$ cat src/rtl/uart_rx_fifo_bridge.sv
// uart_rx_fifo_bridge
// Buffers bytes from the UART receiver in a FIFO and exposes them to the picorv32 native
// memory bus as a three-register window, with a level interrupt at a programmable fill level.
//
// Ports:
//   clk        core clock, rising edge
//   rst        asynchronous reset, active-high
//   rx_data    received byte, valid while rx_valid=1
//   rx_valid   one-cycle strobe per received byte
//   bus_sel    decoder hit for this window
//   bus_addr   byte offset: 0x0 DATA, 0x4 STATUS, 0x8 CTRL, others reserved
//   bus_wstrb  write strobes, 0000 = read
//   bus_wdata  write data
//   bus_rdata  read data, valid while bus_ready=1
//   bus_ready  one-cycle completion pulse, one cycle after the access is sampled
//   irq        level interrupt: irq_en && count >= thresh (registered)
module uart_rx_fifo_bridge #(
  parameter int unsigned DEPTH_LOG2 = 4
) (
  input  logic        clk,
  input  logic        rst,
  input  logic [7:0]  rx_data,
  input  logic        rx_valid,
  input  logic        bus_sel,
  input  logic [3:0]  bus_addr,
  input  logic [3:0]  bus_wstrb,
  input  logic [31:0] bus_wdata,
  output logic [31:0] bus_rdata,
  output logic        bus_ready,
  output logic        irq
);

  localparam int unsigned Depth = 2 ** DEPTH_LOG2;
  localparam int unsigned CntW  = DEPTH_LOG2 + 1;

  typedef enum logic {StIdle, StResp} state_e;

  state_e                state_q, state_d;
  logic [DEPTH_LOG2-1:0] rd_ptr_q, rd_ptr_d, wr_ptr_q, wr_ptr_d;
  logic [CntW-1:0]       count_q, count_d;
  logic                  ovf_q, ovf_d;
  logic                  irq_en_q, irq_en_d;
  logic                  irq_q, irq_d;
  logic [8:0]            thresh_q, thresh_d;
  logic [31:0]           rdata_q, rdata_d;
  logic [7:0]            mem_q [Depth];

  logic       full, empty, accept, is_rd, sel_data, sel_status, sel_ctrl;
  logic       pop, push, flush, ovf_set, ovf_clr;
  logic [8:0] count9;
  logic       unused_wdata;

  assign unused_wdata = ^{bus_wdata[31:17], bus_wdata[7:2]};

  assign full       = (count_q == CntW'(Depth));
  assign empty      = (count_q == '0);
  assign count9     = 9'(count_q);
  assign accept     = (state_q == StIdle) && bus_sel;
  assign is_rd      = (bus_wstrb == 4'b0000);
  assign sel_data   = (bus_addr == 4'h0);
  assign sel_status = (bus_addr == 4'h4);
  assign sel_ctrl   = (bus_addr == 4'h8);

  assign pop     = accept && is_rd && sel_data && !empty;
  assign flush   = accept && !is_rd && sel_ctrl && bus_wstrb[0] && bus_wdata[1];
  // A pop in the same cycle frees the slot, so a full FIFO still accepts the byte.
  assign push    = rx_valid && !flush && (!full || pop);
  assign ovf_set = rx_valid && !flush && full && !pop;
  assign ovf_clr = accept && !is_rd && sel_status && bus_wstrb[1] && bus_wdata[15];

  always_comb begin
    state_d  = state_q;
    rd_ptr_d = rd_ptr_q;
    wr_ptr_d = wr_ptr_q;
    count_d  = count_q;
    irq_en_d = irq_en_q;
    thresh_d = thresh_q;
    rdata_d  = rdata_q;

    unique case (state_q)
      StIdle: if (accept) state_d = StResp;
      StResp: state_d = StIdle;
      default: state_d = StIdle;
    endcase

    if (accept) begin
      rdata_d = 32'h0;
      if (is_rd) begin
        if (sel_data) begin
          rdata_d = empty ? 32'h8000_0000 : {24'h0, mem_q[rd_ptr_q]};
        end else if (sel_status) begin
          rdata_d = {16'h0, ovf_q, full, empty, 4'h0, count9};
        end else if (sel_ctrl) begin
          rdata_d = {15'h0, thresh_q, 6'h0, 1'b0, irq_en_q};
        end
      end else if (sel_ctrl) begin
        if (bus_wstrb[0]) irq_en_d = bus_wdata[0];
        if (bus_wstrb[1]) thresh_d[7:0] = bus_wdata[15:8];
        if (bus_wstrb[2]) thresh_d[8] = bus_wdata[16];
      end
    end

    if (flush) begin
      rd_ptr_d = '0;
      wr_ptr_d = '0;
      count_d  = '0;
    end else begin
      if (push) wr_ptr_d = wr_ptr_q + 1'b1;
      if (pop)  rd_ptr_d = rd_ptr_q + 1'b1;
      if (push && !pop)      count_d = count_q + 1'b1;
      else if (pop && !push) count_d = count_q - 1'b1;
    end
  end

  // Set wins over a same-cycle clear.
  assign ovf_d = ovf_set | (ovf_q & ~ovf_clr);
  assign irq_d = irq_en_q && (count9 >= thresh_q);

  always_ff @(posedge clk or posedge rst) begin
    if (rst) begin
      state_q  <= StIdle;
      rd_ptr_q <= '0;
      wr_ptr_q <= '0;
      count_q  <= '0;
      ovf_q    <= 1'b0;
      irq_en_q <= 1'b0;
      irq_q    <= 1'b0;
      thresh_q <= 9'd1;
      rdata_q  <= 32'h0;
    end else begin
      state_q  <= state_d;
      rd_ptr_q <= rd_ptr_d;
      wr_ptr_q <= wr_ptr_d;
      count_q  <= count_d;
      ovf_q    <= ovf_d;
      irq_en_q <= irq_en_d;
      irq_q    <= irq_d;
      thresh_q <= thresh_d;
      rdata_q  <= rdata_d;
    end
  end

  // Storage is not reset; the pointers define what is valid.
  always_ff @(posedge clk) begin
    if (push) mem_q[wr_ptr_q] <= rx_data;
  end

  assign bus_ready = (state_q == StResp);
  assign bus_rdata = rdata_q;
  assign irq       = irq_q;

endmodule

$ cat config.mk
export PLATFORM = sky130hd
export DESIGN_NAME = uart_rx_fifo_bridge
export DESIGN_NICKNAME = d
export VERILOG_FILES = /design/src/rtl/uart_rx_fifo_bridge.sv
export SDC_FILE = /design/constraint.sdc
export NUM_CORES = 1
export LEC_CHECK = 0
export ABC_AREA = 1
export BUFFER_PORTS_ARGS = -buffer_cell sky130_fd_sc_hd__clkbuf_2
export CAP_MARGIN = 20
export CORE_MARGIN = 10
export CORE_UTILIZATION = 61
export CTS_BUF_LIST = sky130_fd_sc_hd__clkbuf_4 sky130_fd_sc_hd__clkbuf_8
export DETAILED_ROUTE_END_ITERATION = 6
export PLACE_DENSITY = 0.82
export RECOVER_POWER = 100
export REMOVE_ABC_BUFFERS = 1
export SKIP_CTS_REPAIR_TIMING = 1
export SLEW_MARGIN = 20
export SYNTH_ARGS = -nofsm -noshare
export SYNTH_HDL_FRONTEND = slang
export SYNTH_SLANG_ARGS = --single-unit
$ cat constraint.sdc
create_clock -name clk -period 3.3 [get_ports clk]
set_clock_uncertainty 0.05 [all_clocks]
set_input_delay 0.825 -clock clk [delete_from_list [all_inputs] [get_ports clk]]
set_output_delay 0.825 -clock clk [all_outputs]
set_load 0.02 [all_outputs]
**After elaboration in Yosys (flattened, before gate mapping)**

Memories as Yosys holds them, arrays and structs flattened.
Index checks and enable logic that the tools add are counted.

- Register bits after elaboration: 58
- Input bits: 52
- Memories kept: 1
- Bits in writable memories: 128
- Word-level logic and storage cells: 74
- Output and inout port bits: 34

- $lt $le $gt $ge: 1
- Bitwise logic cells: 5
- Eq/ne operators: 3
- Multiplexer cells: 16
- Reduce and logical (&&, ||, !) cells: 34
- $add $sub $neg: 4

Memory list:

| memory | depth | bits a word | read ports | clocked after memory_dff | write ports | RTL line | source |
|---|---|---|---|---|---|---|---|
| mem_q | 16 | 8 | 1 | 0 | 1 | 46 | `logic [7:0] mem_q [Depth];` |

Operators with widths:

| kind | number |
|---|---|
| $mux 32 | 3 |
| $mux 17 | 2 |
| $logic_and 1x1->1 | 18 |
| $mux 4 | 4 |
| $mux 5 | 3 |
| $reduce_and 4->1 | 3 |
| $ge 5x9->1 | 1 |
| $add 4x1->4 const B | 2 |
| $logic_not 4->1 | 2 |
| $logic_not 1->1 | 6 |
| $add 5x1->5 const B | 1 |
| $eq 5x5->1 const B | 1 |
| $logic_not 5->1 | 1 |
| $sub 5x1->5 const B | 1 |
| $eq 4x3->1 const B | 1 |
| $eq 4x4->1 const B | 1 |
| $reduce_bool 2->1 | 2 |
| $mux 1 | 3 |
| $not 1->1 | 3 |
| $reduce_bool 3->1 | 1 |
| $pmux 1 s2 | 1 |
| $and 1x1->1 | 1 |
| $logic_or 1x1->1 | 1 |
| $or 1x1->1 | 1 |

**Logic depth before layout (Yosys ltp)**

- Word-level depth: 14
- Gate-level depth with buffers: 15
- Gate-level depth less buffers: 15

**Worst setup path after synthesis**

No wires, ideal clock.

- Kind: input port to flip-flop
- Start: input port bus_wstrb[3]
- End: register count_q[4]
- Path buffers: 0
- Data arrival time: 2.416 ns
- Setup time: 0.116 ns
- Slack: 0.717 ns
- Stages: 14
- Required time: 3.134 ns
- Cell sequence: nor2_1 -> nand2_2 -> nor2_4 -> nand3_4 -> nand4_2 -> ha_1 -> a21oi_1 -> nand3_1 -> nand2_1 -> inv_1 -> nand2_1 -> nand2_1 -> nand2_1 -> nand2_1

- Longest elaborated chain between the ends: 12

Ends and longest elaborated chain:

| element | RTL line | source |
|---|---|---|
| start: declaration | 26 | `input logic [3:0] bus_wstrb,` |
| $logic_not 4->1 (*) | 59 | `assign is_rd = (bus_wstrb == 4'b0000);` |
| $logic_not 1->1 | 65 | `assign flush = accept && !is_rd && sel_ctrl && bus_wstrb[0] && bus_wdata[1];` |
| $logic_and 1x1->1 (4 in series) | 65 |  |
| $logic_not 1->1 | 67 | `assign push = rx_valid && !flush && (!full \|\| pop);` |
| $logic_and 1x1->1 (2 in series) | 67 |  |
| $logic_and 1x1->1 / $logic_not 1->1 (equally long branches) | 110, 111 |  |
| $mux 5 / $logic_and 1x1->1 (equally long branches) | 110, 111 |  |
| $mux 5 / $reduce_bool 3->1 (equally long branches) | -- |  |
| end signal: assignment | 134 | `count_q <= count_d;` |
| end: declaration | 40 | `logic [CntW-1:0] count_q, count_d;` |

Every way passes the cells marked *; elsewhere a longest branch is shown, timed or not.
A chain may end at the register's enable or synchronous reset.

**Worst setup path after layout**

- Start: input port bus_addr[2]
- End: memory mem_q[5][4], enable pin

- Longest elaborated chain between the ends: 9

Ends and longest elaborated chain:

| element | RTL line | source |
|---|---|---|
| start: declaration | 25 | `input logic [3:0] bus_addr,` |
| $eq 4x4->1 | 62 | `assign sel_ctrl = (bus_addr == 4'h8);` |
| $logic_and 1x1->1 (3 in series) | 65 |  |
| $logic_not 1->1 | 67 |  |
| $logic_and 1x1->1 | 67 |  |
| $logic_and 1x1->1 (*) | 67 |  |
| $mux 1 (*) | 145 | `if (push) mem_q[wr_ptr_q] <= rx_data;` |
| $mux 1 (implied by the code) (*) | 145 |  |
| end: declaration | 46 |  |

Marked as above.

==> summary.md <==
| Metric | Value |
|---|---|
| Status | `finished with violations` |
| Failing checks | `capacitance limit` |
| H-Tree Depth | `4` |
| Syn avg cell area | `roughly 11 µm²` |
| Largest stage delay, worst path | `roughly 0.5 ns` |
| Worst path buffer plus inverter count | `3` |
| Utilization after layout | `slightly below 70%` |
| Most frequent CP cell | `sky130_fd_sc_hd__nand2_1` |
| Leading cell types in the layout, fill and taps excluded | `sky130_fd_sc_hd__nand2_1 (181), sky130_fd_sc_hd__edfxtp_1 (128), sky130_fd_sc_hd__nor2_1 (93)` |
| Number of violations of the max-capacitance limit | `1` |
| Total gr overflow | `0` |
| Number of warnings issued by yosys | `0` |
| Top Ports | `86` |
| Total negative slack | `0 ns` |
| Diode count | `0` |
| Seq. cell area | `about 4900 µm²` |
| Required time reported for the critical path endpoint | `3.35 ns` |
| Max clock buf depth | `2` |
| Number of antenna violations at the first check in global routing | `0` |
| # fillers | `between 900 and 1000` |
| Share of the yosys chip area belonging to registers | `63.8%` |
| Overall global routing resource usage | `a little over a fifth` |
| Synth Instances | `about 730` |
| Pin count of the biggest net entering global routing | `45` |
| Standard-cell row count | `slightly above 40` |
| Maximum operating frequency | `between 300 and 400 MHz` |
| Worst EP arrival | `between 2 and 3 ns` |
| Worst-skew pair later-pin latency | `between 0.4 and 0.5 ns` |
| Worst setup EP type | `register` |
| Power Total | `around 5600 µW` |
| Fraction of layout cells with a size suffix above 1 | `a little under an eighth` |
| Top-area cell type share of the netlist area | `around 50%` |
| Initial core utilization | `about three fifths` |
| Detailed Place HPWL | `between 10000 and 15000 µm` |
| RSZ-0062 raised after global routing | `false` |
| Syn Std Cell Area | `about 7800 µm²` |
| Count of unique library cells instantiated by Yosys | `44` |
| Final net count | `~860` |
| Gp weighted congestion | `approximately 0.93` |
| Buffers on Ports | `50` |
| Floorplan Core Area | `roughly 13000 µm²` |
| Drt via density | `between 5 and 6` |
| Top cells by area, synth | `sky130_fd_sc_hd__edfxtp_1 (50%), sky130_fd_sc_hd__dfrtp_1 (14%), sky130_fd_sc_hd__nand2_1 (8.6%)` |
| Final setup vio count | `0` |
| Slew headroom | `less than 1%` |
| Length of the first detailed-routing pass in iterations | `5` |
| Slowest-stage cell, CP | `sky130_fd_sc_hd__clkbuf_1` |
| Die footprint | `17600 µm²` |
| Routed wire per std cell | `18.5 µm` |
| Synthesized-area fraction occupied by xor and xnor cells | `less than 1%` |
| Post-synth top area cell | `sky130_fd_sc_hd__edfxtp_1` |
| Type of origin of the critical path | `primary input` |
| Most frequent standard cell in the layout excluding fill and tap cells | `sky130_fd_sc_hd__nand2_1` |
| Clock transition at the register clock pins on the worst setup and hold paths after CTS | `0.09 ns` |
| Routed wire length | `18200 µm` |
| Area fraction in compound gates after synthesis | `roughly 7.6%` |
| Clock tree from TritonCTS | `built` |
| Clock sink total | `approximately 170` |
| Total number of vias | `~5600` |
| Number of endpoints with negative hold slack in the final report | `0` |
| Synthesized flop and latch total | `172` |
| Die outline height | `between 100 and 150 µm` |
| Layout Area Growth over Synthesis | `9.80%` |
| Crit-path max FO | `9` |
| Slew @ Worst Pin | `about 1.5 ns` |
| Class of the tightest hold or removal check | `primary input to async pin` |
| Worst-case vdd ir drop | `~0.00046 V` |
| Cell-by-cell listing of the critical path | `clkbuf_2, clkinvlp_2, nand2_1, nor2_8, nand4_4, nand2_1, nor2_8, nand2_1, nor2_1, clkbuf_1` |
| Floorplan die width | `133 µm` |
| Main combinational cell family by area after synthesis | `simple AND/OR/NAND/NOR gates` |
| Fin Hold WS | `around 0.29 ns` |
| Share of the clock period used by the worst path | `88.9%` |
| Number of pins exceeding their max-slew limit in the final report | `0` |
| Routed Antenna Nets | `0` |
| Area share of fa/ha/maj cells after synthesis | `between 2 and 3%` |
| Areal power density over the cells | `about 660 nW/µm²` |
| Drt drc | `0` |
| Top delay family on crit path | `simple AND/OR/NAND/NOR gates` |
| Simple logic cell fraction of the synthesized area | `about 20%` |
| First-pass GRT wire length | `29400 µm` |
| Mux share of post-synthesis cell area | `less than 1%` |
| Buffer type at the clock tree root | `sky130_fd_sc_hd__clkbuf_8` |
| Fin crit period | `2.93 ns` |
| Area occupied by multi-input gates | `approximately 2400 µm²` |
| Detailed router's first-iteration violation count | `~620` |
| Critical path start-end classification | `primary input to register` |
| Inserted Clock Buffers | `17` |
| Number of global-route vias before repair | `~5700` |
| Total leakage power | `roughly 0.0035 µW` |
## final timing paths
kind                                          start                         to  slack (ns)  cells after the start
min reg2reg                bus_rdata[0]$_DFFE_PP0N_   bus_rdata[0]$_DFFE_PP0N_        0.44                      2
min in group clk           bus_rdata[0]$_DFFE_PP0N_   bus_rdata[0]$_DFFE_PP0N_        0.44                      2
min                                             rst  bus_rdata[31]$_DFFE_PP0N_        0.29                      2
max reg2reg                  count_q[1]$_DFFE_PP0P_     count_q[4]$_DFFE_PP0P_        0.50                     13
max in group asynchronous                       rst    wr_ptr_q[2]$_DFFE_PP0P_        1.18                      3
max                                     bus_addr[2]      mem_q[5][4]$_DFFE_PP_        0.37                     10
## kinds of logic after synthesis
kind of cell    Yosys count
buf+inv                  85
compound gates          102
mux                       2
simple gates            351
xor+xnor                  3
flops                   172
other cells               1
fa+ha+maj                15
## synth_stat cells, drive strengths merged
master and instances:
mux2 2, a21oi 18, xnor2 2, conb 1, clkinv 3, a31oi 1
a211oi 1, nand3 55, nor2 100, edfxtp 128, ha 14, o31ai 3
a32o 2, clkbuf 11, buf 30, a21boi 1, nor4 1, xor2 1
nor3b 1, inv 41, dfrtp 43, nand2 189, dfstp 1, o211ai 18
fa 1, nand4 4, o21ai 58, nor3 1
## worst register-to-register path, stage by stage (launching register included)
cell,delay [ns]
sky130_fd_sc_hd__dfrtp_1,0.50
sky130_fd_sc_hd__nor2_1,0.21
sky130_fd_sc_hd__nand3_1,0.33
sky130_fd_sc_hd__nand3_4,0.26
sky130_fd_sc_hd__nand4_2,0.28
sky130_fd_sc_hd__fa_1,0.50
sky130_fd_sc_hd__nand3_1,0.13
sky130_fd_sc_hd__nand3_1,0.08
sky130_fd_sc_hd__nand2_1,0.10
sky130_fd_sc_hd__inv_1,0.05
sky130_fd_sc_hd__nand2_1,0.05
sky130_fd_sc_hd__nand2_1,0.06
sky130_fd_sc_hd__nand2_1,0.06
sky130_fd_sc_hd__nand2_1,0.04
## cell type report
cell class	count	share of cell area, %
repair buffers	75	4.19
inverters	44	1.96
well taps	172	2.53
clock inverters	13	1.84
clock buffers	19	2.93
flip-flops and latches	172	58.1
multi-input cells	487	28.4
## per-stage QoR
step	area, µm²	worst slack, ns	instances
2_1_floorplan	7570	0.611	703
3_3_place_gp	8230	0.413	950
3_5_place_dp	8230	0.376	950
4_1_cts	8630	0.659	982
5_1_grt	8510	0.233	982
6_report	8510	0.367	982
## where the power goes
part	internal, µW	leakage (µW)	switching [µW]
registers	2560	0.00170	168
clock network	711	0.000210	812
logic	421	0.00155	905
total	3690	0.00346	1890
## metal layers
metal	wire length [µm]	part of all wire [%]	vias up	global-route usage, %
met1	6890	38	2693	24.6
met3	1450	8.0	48	5.07
met5	0	0	-	0
met4	513	2.8	0	8.56
met2	9330	51	290	36.2
li1	-	-	2592	-
## state kept, by name, indices dropped and copies added (netlist names)
| name | flops |
|---|---|
| mem_q | 128 |
| ovf_q | 1 |
| bus_ready | 1 |
| bus_rdata | 18 |
| irq_en_q | 1 |
| rd_ptr_q | 4 |
| wr_ptr_q | 4 |
| irq | 1 |
| count_q | 5 |
| thresh_q | 9 |
No activity file was read; power rests on OpenSTA's default activity.
